**src/rtl/sr_latch_driver.sv**
```systemverilog
// Purpose : drives an external SR latch (s/r/en) from set/reset/toggle/hold commands,
//           with dead time before each pulse and a feedback check after it.
// Latency : accept at edge k -> GAP k+1..k+GAP, PULSE up to k+GAP+PULSE, CHECK next, ready at k+GAP+PULSE+2.
// Backpr. : cmd_ready high only in IDLE; commands presented while busy are ignored (no queuing).
// Ports   : clk, rst (sync, active-high); cmd_valid/cmd/cmd_ready command handshake;
//           q_fb latch feedback; s/r/en latch drive; q_model expected latch state;
//           done one-cycle strobe in CHECK; mismatch sticky feedback error flag.
module sr_latch_driver #(
    parameter int PULSE_CYCLES = 2,
    parameter int GAP_CYCLES   = 1
) (
    input  logic       clk,
    input  logic       rst,
    input  logic       cmd_valid,
    input  logic [1:0] cmd,
    output logic       cmd_ready,
    input  logic       q_fb,
    output logic       s,
    output logic       r,
    output logic       en,
    output logic       q_model,
    output logic       done,
    output logic       mismatch
);

    localparam logic [1:0] CMD_HOLD   = 2'b00;
    localparam logic [1:0] CMD_SET    = 2'b01;
    localparam logic [1:0] CMD_TOGGLE = 2'b11;

    localparam int MAX_CYCLES = (PULSE_CYCLES > GAP_CYCLES) ? PULSE_CYCLES : GAP_CYCLES;
    localparam int CW         = $clog2(MAX_CYCLES) + 1;

    typedef enum logic [1:0] {
        IDLE  = 2'd0,
        GAP   = 2'd1,
        PULSE = 2'd2,
        CHECK = 2'd3
    } state_t;

    state_t        state;
    logic [CW-1:0] cnt;
    logic          act_set;   // latched action: 1 = set pulse, 0 = reset pulse
    logic          accept;
    logic          next_act;

    assign accept = cmd_valid && cmd_ready && (cmd != CMD_HOLD);

    // Toggle is resolved against the model at accept time, so a toggle
    // always produces the opposite of the state we believe the latch holds.
    assign next_act = (cmd == CMD_SET) || ((cmd == CMD_TOGGLE) && !q_model);

    always_ff @(posedge clk) begin
        if (rst) begin
            state     <= IDLE;
            cnt       <= '0;
            act_set   <= 1'b0;
            q_model   <= 1'b0;
            mismatch  <= 1'b0;
            s         <= 1'b0;
            r         <= 1'b0;
            en        <= 1'b0;
            done      <= 1'b0;
            cmd_ready <= 1'b1;
        end else begin
            done <= 1'b0;
            case (state)
                IDLE: begin
                    // hold commands are consumed here without leaving IDLE
                    if (accept) begin
                        act_set   <= next_act;
                        cnt       <= CW'(GAP_CYCLES - 1);
                        en        <= 1'b1;
                        cmd_ready <= 1'b0;
                        state     <= GAP;
                    end
                end
                GAP: begin
                    if (cnt == '0) begin
                        cnt   <= CW'(PULSE_CYCLES - 1);
                        s     <= act_set;
                        r     <= !act_set;
                        state <= PULSE;
                    end else begin
                        cnt <= cnt - CW'(1);
                    end
                end
                PULSE: begin
                    if (cnt == '0) begin
                        s       <= 1'b0;
                        r       <= 1'b0;
                        q_model <= act_set;
                        done    <= 1'b1;
                        state   <= CHECK;
                    end else begin
                        cnt <= cnt - CW'(1);
                    end
                end
                CHECK: begin
                    // q_model already reflects the pulse just issued
                    if (q_fb != q_model) begin
                        mismatch <= 1'b1;
                    end
                    en        <= 1'b0;
                    cmd_ready <= 1'b1;
                    state     <= IDLE;
                end
                default: begin
                    s         <= 1'b0;
                    r         <= 1'b0;
                    en        <= 1'b0;
                    cmd_ready <= 1'b1;
                    state     <= IDLE;
                end
            endcase
        end
    end

endmodule

```
**config.mk**
```make
export PLATFORM = sky130hd
export DESIGN_NAME = sr_latch_driver
export DESIGN_NICKNAME = d
export VERILOG_FILES = /design/src/rtl/sr_latch_driver.sv
export SDC_FILE = /design/constraint.sdc
export NUM_CORES = 1
export LEC_CHECK = 0
export CAP_MARGIN = 20
export CORE_MARGIN = 2
export CORE_UTILIZATION = 48
export CTS_BUF_LIST = sky130_fd_sc_hd__clkbuf_4 sky130_fd_sc_hd__clkbuf_8 sky130_fd_sc_hd__clkbuf_16
export CTS_CLUSTER_SIZE = 40
export DETAILED_ROUTE_END_ITERATION = 6
export GPL_TIMING_DRIVEN = 0
export HOLD_SLACK_MARGIN = 0.03
export PLACE_DENSITY = 0.85
export SYNTH_ARGS = -nofsm -noshare
export SYNTH_HDL_FRONTEND = slang
export SYNTH_SLANG_ARGS = --single-unit
```
**constraint.sdc**
```tcl
create_clock -name clk -period 2.1 [get_ports clk]
set_input_delay 0.21 -clock clk [delete_from_list [all_inputs] [get_ports clk]]
set_output_delay 0.21 -clock clk [all_outputs]
set_load 0.03 [all_outputs]
```
==> Word level (Yosys, flattened, before mapping) <==
Cells that the tools add are included.
{ "classes": {"add_sub_neg": 1, "n_mul": 0, "n_div": 0, "magnitude_cmp": 0, "eq_ne": 10, "shifts": 0, "n_mux": 18, "bitwise": 1, "reduce_logical": 20} }
{ "op_table": {"columns": ["op", "count"], "rows": [
  ["$mux 2", 6],
  ["$reduce_and 3->1", 3],
  ["$ne 2x2->1 const B", 4],
  ["$pmux 1 s2", 4],
  ["$pmux 2 s4", 1],
  ["$reduce_and 2->1", 4],
  ["$eq 2x2->1 const B", 3],
  ["$mux 1", 6],
  ["$pmux 2 s3", 1],
  ["$reduce_bool 2->1", 3],
  ["$eq 2x1->1 const B", 2],
  ["$logic_not 2->1", 2],
  ["$logic_and 1x1->1", 3],
  ["$reduce_bool 3->1", 1],
  ["$logic_not 1->1", 2],
  ["$reduce_or 2->1", 1],
  ["$sub 2x1->2 const B", 1],
  ["$logic_or 1x1->1", 1],
  ["$ne 1x1->1", 1],
  ["$not 1->1", 1]
]} }
{ "totals": {"reg_bits": 12, "latchBits": 0, "ramBits": 0, "mem_bits_ro": 0, "in_bits": 6, "output_inout_bits": 7, "word_cells": 60, "memories": 0} }

==> Logic depth before layout (Yosys ltp) <==
{ "logic_depth": {"word_depth": 4, "depth_mapped": 6, "depth_no_buf": 5} }

==> Least setup slack after synthesis <==
No wires, ideal clock.
{ "synth_path": {"kind": "flip-flop to flip-flop", "from": "reg state[0]", "to": "reg cnt[0]", "setup_time_ns": 0.123, "t_arrival_ns": 1.407, "required_time_ns": 1.977, "slack_ns": 0.570, "stages_incl_launch_ff": 6, "n_path_buf": 1, "synth_period_minus_slack_ns": 1.530, "cell_sequence": "dfxtp_1 inv_1 ha_1 buf_2 a221o_1 mux2_1"} }
{ "synth_via": {"elab_chain_len": 3, "word_cells_on_any_way": 8, "cone_classes": "eq/ne (4); mux (1); reduce/logical (3)"} }
{ "synth_lines": {"columns": ["item", "line", "source"], "rows": [
  ["start: declaration", "40", "state_t state;"],
  ["start signal: assignment", "54", "state <= IDLE;"],
  ["start signal: assignment", "74", "state <= GAP;"],
  ["start signal: assignment", "82", "state <= PULSE;"],
  ["$eq 2x2->1, or another cell as far along", "66", "case (state)"],
  ["$ne 2x2->1 (no source line) / $reduce_bool 3->1 (equally long branches)", null, null],
  ["$reduce_and 3->1 (no source line)", null, null],
  ["end signal: assignment", "71", "cnt <= CW'(GAP_CYCLES - 1);"],
  ["end signal: assignment", "79", "cnt <= CW'(PULSE_CYCLES - 1);"],
  ["end signal: assignment", "84", "cnt <= cnt - CW'(1);"],
  ["end: declaration", "41", "logic [CW-1:0] cnt;"]
]} }
Parallel ways exist; a longest one is shown, timed or not.
A chain may end at the register's enable or synchronous reset.

==> Worst setup path after layout <==
{ "layout_path": {"from": "reg state[0]", "to": "reg state[1]"} }
{ "layout_via": {"elab_chain_len": 3, "word_cells_on_any_way": 9, "cone_classes": "eq/ne (6); mux (1); reduce/logical (2)"} }
{ "layout_lines": {"columns": ["item", "line"], "rows": [
  ["$eq 2x1->1, or another cell as far along", "66"],
  ["$ne 2x2->1 (no source line)", null],
  ["$reduce_and 3->1 (no source line)", null]
]} }
Parallel ways exist; a longest one is shown, timed or not.

==> run summary <==
routed vias - 525
Core Footprint - 1285 sq um
final critical-path setup slack - 0.4134 ns
Yosys top cell area share - 0.3671
endpoint arrival time on the critical path - 1.89 ns
total of flip-flops plus latches after synthesis - 12
CTS tree - yes
Worst Path Max Fanout - 10
area growth from synthesis to layout - 26.77%
final layout net count - 103
number of DRC violations after detailed-routing iteration 0 - 9
number of DRC violations after detailed routing - 0
global-route wire length before repair - 1718 microns
die span in y - 40.92 microns
worst hold start - s
hold-fix buffers at CTS - 0
number of buffers inserted during clock tree synthesis - 3
path type of the worst min-delay path - reg -> reg
CTS H-Tree Depth - 1
number of antenna violations at the first check in global routing - 0
number of slew-limit violations in the final report - 0
clock insertion delay at the later pin of the skew report - 0.28 ns
setup violators final - 0
GP Congestion - 0.8772
Post-Synthesis Mean Instance Area - 9.089 sq um
cell count after synthesis - 72
starting density of the core - 0.5093
maximum clock skew at final layout - 0.008538 ns
fraction of final layout cells sized beyond drive strength 1 - 0.07955
antenna cells - 0
fraction of the yosys area taken by sequential cells - 0.3671
slew of the pin with the lowest slew margin - 0.3957 ns
synthesized netlist net count - 86
final WL - 1249 microns
buffer cell driving the clock tree root - sky130_fd_sc_hd__clkbuf_4
Hold Violations, Final - 0
unique cell type count in the Yosys netlist - 26
final cycle utilization of the critical path - 0.8031
Die Width - 40.92 microns
routed length per placed instance - 12.13 microns
relative slew slack - 0.7362
top library cells by usage in the layout, fill and taps aside - 12 x sky130_fd_sc_hd__dfxtp_1, 12 x sky130_fd_sc_hd__clkdlybuf4s50_1, 8 x sky130_fd_sc_hd__a21oi_1, 8 x sky130_fd_sc_hd__ha_1
total global-route track usage - 0.1657
max-capacitance violation count - 0
sum of negative setup slack - 0 ns
Pleak - 0.0003387 uW
top achievable clock speed - 592.9 MHz
Mapped Area - 654.4 sq um
Ports - 13
number of cells on the worst hold path - 2
antenna-violating nets left - 0
Filler Cell Count - 120
number of detailed-route iterations in the first pass - 4
hold worst-path end - s
cell area after layout - 829.5 sq um
Setup crit end kind - flop
Clock Pin Slew Worst Setup and Hold Paths - 0.08 ns
capturing point of the worst reg2reg path - state[1]
kind of start point of the critical path - flop
required time reported for the critical path endpoint - 2.31 ns
Resized Gates After CTS - 0
maximum buffer depth of the clock tree - 2
GR Overflow Total - 0
maximum number of pins on one net before global-route repair - 11
cell depth of the worst flop-to-flop path - 6
setup slack at placement - 0.4232 ns
instance area at placement - 793.3 sq um
floorplan die area - 1674 sq um
per-cell via count in the routed design - 5.097
min Tclk post-route - 1.687 ns
I/O Buffers - 12
warning count from the yosys run - 0
R2R setup slack - 0.41 ns
number of sinks driven by the clock tree - 12
total half-perimeter wirelength after legalization and detailed placement - 969.4 microns
total power - 1018 uW
total power density per cell area - 1228 nW/um^2
Max IR drop VDD - 0.7423 mV
Post-CTS Setup Inserts - 0
most area-consuming cells after synthesis - sky130_fd_sc_hd__dfxtp_1 37%, sky130_fd_sc_hd__ha_1 15%, sky130_fd_sc_hd__a21oi_1 6.1%
RSZ-0062 raised after global routing - false
cell taking the most area after synthesis - sky130_fd_sc_hd__dfxtp_1
WS Path Type - reg -> reg
result of the run - finished clean
number of global-route vias before repair - 445
standard-cell row count - 13
launching point of the worst reg2reg path - state[0]
[critical path: stages (launching register included)]
cell                       delay (ns)
sky130_fd_sc_hd__dfxtp_1         0.40
sky130_fd_sc_hd__inv_1           0.09
sky130_fd_sc_hd__ha_1            0.20
sky130_fd_sc_hd__buf_2           0.17
sky130_fd_sc_hd__o21bai_1        0.17
sky130_fd_sc_hd__a21boi_0        0.36
sky130_fd_sc_hd__mux2i_1         0.23
[cells by family (layout without fill, tap and decap cells)]
family          count (synthesis)  after routing  synth area share
xor+xnor                        1              1           0.01339
compound gates                 20             20            0.2122
fa+ha+maj                       8              8            0.1530
buf+inv                         7             23           0.04206
simple gates                   21             21            0.1625
flops                          12             12            0.3671
mux                             3              3           0.04971
[synthesized netlist by cell type]
| library cell | instances |
|---|---|
| sky130_fd_sc_hd__nand3_1 | 1 |
| sky130_fd_sc_hd__nor4bb_1 | 1 |
| sky130_fd_sc_hd__nand2b_1 | 5 |
| sky130_fd_sc_hd__mux2_1 | 2 |
| sky130_fd_sc_hd__o21a_1 | 1 |
| sky130_fd_sc_hd__dfxtp_1 | 12 |
| sky130_fd_sc_hd__buf_2 | 1 |
| sky130_fd_sc_hd__xor2_1 | 1 |
| sky130_fd_sc_hd__a211o_2 | 1 |
| sky130_fd_sc_hd__nand4b_1 | 1 |
| sky130_fd_sc_hd__o22ai_1 | 1 |
| sky130_fd_sc_hd__o32ai_1 | 1 |
| sky130_fd_sc_hd__nand2_1 | 6 |
| sky130_fd_sc_hd__inv_1 | 5 |
| sky130_fd_sc_hd__clkbuf_1 | 1 |
| sky130_fd_sc_hd__nor2_1 | 6 |
| sky130_fd_sc_hd__o211ai_2 | 1 |
| sky130_fd_sc_hd__nor2b_1 | 1 |
| sky130_fd_sc_hd__mux2i_1 | 1 |
| sky130_fd_sc_hd__a21oi_1 | 8 |
| sky130_fd_sc_hd__ha_1 | 8 |
| sky130_fd_sc_hd__o2111ai_1 | 1 |
| sky130_fd_sc_hd__a221o_1 | 1 |
| sky130_fd_sc_hd__o21bai_1 | 2 |
| sky130_fd_sc_hd__a21boi_0 | 2 |
| sky130_fd_sc_hd__o21ai_0 | 1 |
[power by group]
part           switching (uW)  total [uW]  internal, uW
clock network            81.0         187           106
logic                     280         500           220
registers                45.7         331           286
total                     407        1020           612
[flip-flops by register name (all words and copies together), names as in the netlist]
name,cells
cmd_ready,1
en,1
act_set,1
r,1
q_model,1
mismatch,1
done,1
cnt,2
state,2
s,1
[layout make-up]
cell class              instances  area (sq um)  share of cell area
flip-flops and latches         12         240.2              0.2896
well taps                      15         18.77             0.02262
repair buffers                 12         120.1              0.1448
clock buffers                   4         36.28             0.04374
inverters                       5         18.77             0.02262
multi-input cells              53         386.6              0.4661
plain buffers                   2         8.758             0.01056
[per-layer routing]
| metal | global-route usage | wire [microns] | part of all wire | vias up |
|---|---|---|---|---|
| met5 | 0 | 0 | 0 | - |
| met4 | 0.07500 | 14 | 0.011 | 0 |
| met3 | 0.1033 | 68 | 0.054 | 4 |
| met2 | 0.2500 | 564 | 0.45 | 9 |
| met1 | 0.1812 | 601 | 0.48 | 229 |
| li1 | - | - | - | 283 |
[worst max path at each step]
stage,from,endpoint,slack (ns),cells after the start
4_1_cts,state[0],state[1],0.40,6
3_3_place_gp,cmd[1],cnt[1],0.48,4
5_1_grt,state[0],state[1],0.26,6
3_5_place_dp,state[0],state[1],0.42,6
2_1_floorplan,state[0],cnt[0],0.57,5
6_report,state[0],state[1],0.41,6
[through the flow]
step,std cells,utilization,hold WS (ns)
after floorplan,72,-,0.3903
after global placement,99,0.6173,0.4397
after detailed placement,99,0.6173,0.4640
after CTS,103,0.6456,0.4738
after global routing,103,0.6456,0.4922
final,103,0.6456,0.4659
Note: power is estimated with default switching activity, not from simulation.
